$ cat config.mk
export PLATFORM = sky130hd
export DESIGN_NAME = rotator_seq_amisha
export DESIGN_NICKNAME = d
export VERILOG_FILES = /design/src/rtl/rotator_seq_amisha.sv
export SDC_FILE = /design/constraint.sdc
export NUM_CORES = 1
export LEC_CHECK = 0
export BUFFER_PORTS_ARGS = -buffer_cell sky130_fd_sc_hd__buf_2
export CAP_MARGIN = 20
export CORE_MARGIN = 2
export CORE_UTILIZATION = 35
export DETAILED_ROUTE_END_ITERATION = 6
export GPL_ROUTABILITY_DRIVEN = 0
export SKIP_LAST_GASP = 1
export SYNTH_ARGS = -nofsm -noshare
export SYNTH_HDL_FRONTEND = slang
export SYNTH_SLANG_ARGS = --single-unit
$ cat constraint.sdc
create_clock -name clk_amisha -period 1.3 [get_ports clk_amisha]
set_input_delay 0.195 -clock clk_amisha [delete_from_list [all_inputs] [get_ports clk_amisha]]
set_output_delay 0.195 -clock clk_amisha [all_outputs]
set_load 0.01 [all_outputs]
$ cat src/rtl/rotator_seq_amisha.sv
// ---------------------------------------------------------------------------
// rotator_seq_amisha
//
// Sequential rotate engine. It undoes the combinational barrel rotate-right
// stage on the switch/LED test board. When start_amisha is seen in IDLE, the
// block captures the operand and the amount. It then rotates the operand left
// by one bit per clock and presents the result on y_amisha together with a
// one-cycle done_amisha pulse.
//
// Optional feature macro: ROT_BIDIR_EN
//   When it is defined, the dir_amisha port is added and captured at accept.
//   dir_amisha = 0 rotates left and dir_amisha = 1 rotates right.
//   When it is undefined, the block rotates left only and has no dir_amisha
//   port.
//
// Ports:
//   clk_amisha    in   system clock, rising edge
//   reset_amisha  in   synchronous active-high reset
//   start_amisha  in   request strobe, sampled only in IDLE
//   dir_amisha    in   rotate direction (ROT_BIDIR_EN only)
//   a_amisha      in   operand [DATA_W-1:0]
//   amt_amisha    in   rotate amount [AMT_W-1:0], 0..DATA_W-1
//   y_amisha      out  registered result; changes only on entry to DONE
//   busy_amisha   out  high whenever the FSM is not in IDLE
//   done_amisha   out  one-cycle pulse; y_amisha is valid from this cycle
// ---------------------------------------------------------------------------
module rotator_seq_amisha #(
    parameter int DATA_W = 8,
    parameter int AMT_W  = 3
) (
    input  logic              clk_amisha,
    input  logic              reset_amisha,
    input  logic              start_amisha,
`ifdef ROT_BIDIR_EN
    input  logic              dir_amisha,
`endif
    input  logic [DATA_W-1:0] a_amisha,
    input  logic [AMT_W-1:0]  amt_amisha,
    output logic [DATA_W-1:0] y_amisha,
    output logic              busy_amisha,
    output logic              done_amisha
);

    typedef enum logic [1:0] {
        IDLE  = 2'd0,
        SHIFT = 2'd1,
        DONE  = 2'd2
    } state_t;

    state_t            state_q, state_d;
    logic [DATA_W-1:0] work_q,  work_d;
    logic [AMT_W-1:0]  cnt_q,   cnt_d;
    logic [DATA_W-1:0] y_q,     y_d;
    logic              busy_q,  busy_d;
    logic              done_q,  done_d;
    logic [DATA_W-1:0] rot_w;

`ifdef ROT_BIDIR_EN
    logic              dir_q,   dir_d;

    // The direction is held from accept, so a change on dir_amisha during
    // SHIFT cannot corrupt an operation that is in progress.
    always_comb begin
        if (dir_q) begin
            rot_w = {work_q[0], work_q[DATA_W-1:1]};
        end else begin
            rot_w = {work_q[DATA_W-2:0], work_q[DATA_W-1]};
        end
    end
`else
    always_comb begin
        rot_w = {work_q[DATA_W-2:0], work_q[DATA_W-1]};
    end
`endif

    always_comb begin
        state_d = state_q;
        work_d  = work_q;
        cnt_d   = cnt_q;
        y_d     = y_q;
`ifdef ROT_BIDIR_EN
        dir_d   = dir_q;
`endif
        case (state_q)
            IDLE: begin
                if (start_amisha) begin
                    work_d = a_amisha;
                    cnt_d  = amt_amisha;
`ifdef ROT_BIDIR_EN
                    dir_d  = dir_amisha;
`endif
                    // A zero amount skips SHIFT and passes the operand
                    // straight through to the result register.
                    if (amt_amisha == '0) begin
                        state_d = DONE;
                        y_d     = a_amisha;
                    end else begin
                        state_d = SHIFT;
                    end
                end
            end
            SHIFT: begin
                work_d = rot_w;
                cnt_d  = cnt_q - AMT_W'(1);
                // Leaving at cnt == 1 means the counter never wraps below
                // zero.
                if (cnt_q == AMT_W'(1)) begin
                    state_d = DONE;
                    y_d     = rot_w;
                end
            end
            DONE: begin
                state_d = IDLE;
            end
            default: begin
                state_d = IDLE;
            end
        endcase
        // The status outputs are registered copies of the next state. This
        // makes them line up with the state they describe.
        busy_d = (state_d != IDLE);
        done_d = (state_d == DONE);
    end

    always_ff @(posedge clk_amisha) begin
        if (reset_amisha) begin
            state_q <= IDLE;
            work_q  <= '0;
            cnt_q   <= '0;
            y_q     <= '0;
            busy_q  <= 1'b0;
            done_q  <= 1'b0;
`ifdef ROT_BIDIR_EN
            dir_q   <= 1'b0;
`endif
        end else begin
            state_q <= state_d;
            work_q  <= work_d;
            cnt_q   <= cnt_d;
            y_q     <= y_d;
            busy_q  <= busy_d;
            done_q  <= done_d;
`ifdef ROT_BIDIR_EN
            dir_q   <= dir_d;
`endif
        end
    end

    assign y_amisha    = y_q;
    assign busy_amisha = busy_q;
    assign done_amisha = done_q;

endmodule

==> flow_metrics.py <==
metrics = {
    "run_status": {
        "status": "finished clean",
    },
    "detailed_routing": {
        "wl_um": 2223,
        "drtAntennaViolNets": 0,
        "dr.first_iter.drc_count": 16,
        "drt-pass1-iter-count": 4,
        "drt-vias-per-instance": 5.294,
        "drc_errors": 0,
        "wire_per_inst_um": 13.64,
        "vias": 863,
    },
    "final_layout": {
        "antenna_cells": 0,
        "regArea_um2": 465.4,
        "multiInputGateArea_um2": 559.3,
        "layout-drive-gt1-share_pct": 43.94,
        "final_util_pct": 48.04,
        "layout.nets": 149,
        "fill_cells": 278,
        "area_growth_pct": 27.15,
    },
    "global_routing": {
        "grt_use_met2_pct": 22.54,
        "grt_pass1_wl_um": 3491,
        "top_usage_layer": "met2",
        "grt_max_degree": 18,
        "track_usage_pct": 13.28,
        "grtUsageMet1_pct": 16.39,
        "antenna_found_initial": 0,
        "grt_pass1_vias": 816,
        "overflow": 0,
        "met3_usage_pct": 4.367,
    },
    "min_path": {
        "hold_depth": 2,
        "min_from": "reset_amisha",
        "hold_class": "primary input to flip-flop",
    },
    "die": {
        "fp.dieW_um": 59.03,
        "design.die.area_um2": 3484,
        "ios": 24,
        "num_rows": 19,
        "initial_utilization_pct": 37.78,
        "fp.coreArea_um2": 2805,
        "die_height_um": 59.03,
    },
    "setup_path": {
        "r2r_cells": 5,
        "crit_arrival_ns": 1.52,
        "cp-startpoint": "state_q[1]$_SDFF_PP0_",
        "crit_required_ns": 1.54,
        "rrSetupSlack_ns": 0.03,
        "start_kind": "flip-flop",
        "crit_path_end_kind": "flip-flop",
        "r2r-start": "state_q[1]$_SDFF_PP0_",
        "path_class": "flip-flop to flip-flop",
        "cp_max_fo": 8,
    },
    "clock_network": {
        "numCtsBuffers": 3,
        "clk_latency_ns": 0.31,
        "cts_sinks": 23,
        "root_buffer": "clkbuf_4",
        "cts_tree": "built",
        "clkTransAtPathRegs_ns": 0.13,
        "htree_levels": 1,
        "cts.path.max_buffers": 2,
    },
    "sta": {
        "finClkSkew_ns": 0.007781,
        "slew_headroom_pct": 80.59,
        "hold_ws_ns": 0.1771,
        "fmax_mhz": 785.7,
        "setup_viol": 0,
        "worst_slack_ns": 0.02718,
        "rsz0062_at_grt": "true",
        "finalSetupTns_ns": 0,
        "min_period_over_period_pct": 97.91,
        "hold_violations": 0,
        "slew_viol_final": 0,
        "fin_crit_ns": 1.273,
        "tightest_slew_ns": 0.2830,
    },
    "logic_synthesis": {
        "ys_seq_area_share_pct": 43.45,
        "synth_warnings": 0,
        "syn-num-nets": 118,
        "netlist_area_um2": 1060,
        "synth_cells": 102,
        "syn_area_per_cell_um2": 10.39,
        "ys_seq_elements": 23,
        "synth_cell_type_count": 23,
    },
    "place": {
        "dp_hpwl_um": 1613,
        "place.port_buffers": 23,
        "dp_slack_ns": 0.01098,
    },
    "pwr": {
        "power_density_nw_per_um2": 1155,
        "p_leak_nw": 0.5927,
        "ir_worst_vdd_uv": 710.3,
        "totalPowerFinal_mw": 1.556,
    },
    "job": {
        "maxCapViolCount": 0,
    },
}
[state kept, by name, summed over array words and instances, names as in the netlist]
register / cells
done_amisha: 1
state_q: 2
cnt_q: 3
busy_amisha: 1
work_q: 8
y_amisha: 8
[layer usage]
| layer | wire [µm] | up-vias |
|---|---|---|
| met2 | 1097 | 19 |
| met1 | 1008 | 404 |
| met3 | 104 | 2 |
| met4 | 13 | 0 |
| met5 | 0 | - |
| li1 | - | 438 |
[cell usage after synthesis]
| library cell | count | area share, % |
|---|---|---|
| o221a_1 | 1 | 1.1 |
| nand3b_1 | 2 | 1.4 |
| mux2i_1 | 8 | 7.6 |
| dfxtp_1 | 23 | 43 |
| a22oi_1 | 1 | 0.71 |
| a211oi_1 | 24 | 17 |
| inv_1 | 5 | 1.8 |
| nor2_1 | 9 | 3.2 |
| buf_2 | 1 | 0.47 |
| o21ai_1 | 1 | 0.47 |
| nor4bb_4 | 1 | 2.4 |
| o21ba_1 | 1 | 0.94 |
| nor3b_2 | 1 | 1.2 |
| o311a_1 | 1 | 0.94 |
| a2bb2oi_1 | 1 | 0.83 |
| buf_6 | 6 | 6.4 |
| nor3_2 | 1 | 0.94 |
| a21o_1 | 2 | 1.4 |
| ha_1 | 2 | 2.4 |
| a21oi_1 | 4 | 1.9 |
| nand2b_1 | 2 | 1.2 |
| and2_1 | 3 | 1.8 |
| clkbuf_1 | 2 | 0.71 |
[cell type report]
type	count	share of cell area (%)
clock buffers	3	1.671
clock inverters	1	0.3714
inverters	5	1.393
multi-input cells	65	41.50
flip-flops and latches	23	34.54
well taps	31	2.878
repair buffers	35	17.64
[logic make-up (layout without fill, tap and decap cells)]
logic type,after synthesis,count (layout),synth area share [%]
and+or+nand+nor,19,19,12.04
muxes,8,8,7.556
DFF,23,23,43.45
adders and majority gates,2,2,2.361
buffers and inverters,14,44,9.327
AOI/OAI and AO/OA,36,36,25.27
[final timing paths]
path,to
setup / recovery,y_amisha[5]$_SDFFE_PP0P_
hold / removal,work_q[6]$_SDFFE_PP0P_
setup reg to reg,y_amisha[5]$_SDFFE_PP0P_
hold reg to reg,work_q[2]$_SDFFE_PP0P_
[repair_timing]
item,CTS,global route
buffers inserted,0,1
hold buffers,0,0
setup endpoints to repair,8,18
resized for setup,1,15
pin swaps,0,9
cloned,0,0
[layout by cell type, fill, tap and decap left out, types with 2 or more instances in the layout]
| cell | Yosys | routed |
|---|---|---|
| nand2b_1 | 2 | 2 |
| nor2_1 | 9 | 9 |
| mux2i_1 | 8 | 7 |
| buf_6 | 6 | 2 |
| dfxtp_2 | 0 | 4 |
| clkbuf_4 | 0 | 3 |
| buf_4 | 0 | 8 |
| inv_1 | 5 | 4 |
| dfxtp_1 | 23 | 19 |
| buf_12 | 0 | 2 |
| and2_1 | 3 | 3 |
| nand3b_1 | 2 | 2 |
| buf_2 | 1 | 23 |
| a21oi_1 | 4 | 4 |
| a211oi_1 | 24 | 17 |
| a211oi_2 | 0 | 7 |
[stage by stage]
| stage | instance area (µm²) | std cells |
|---|---|---|
| after detailed placement | 1255 | 158 |
| after global placement | 1255 | 158 |
| after global routing | 1348 | 163 |
| after floorplan | 1074 | 102 |
| after CTS | 1284 | 162 |
| final | 1348 | 163 |
[where the power goes]
group,switching [mW],leakage (nW),internal (mW)
registers,0.0422,0.191,0.776
logic,0.199,0.384,0.204
clock network,0.220,0.0177,0.115
[worst max-delay path, cell delays in order (launching register included)]
cell	delay (ns)
dfxtp_2	0.36
buf_12	0.12
nor4bb_4	0.33
buf_6	0.19
a211oi_1	0.05
a211oi_1	0.16
Note: power is estimated with default switching activity, not from simulation.
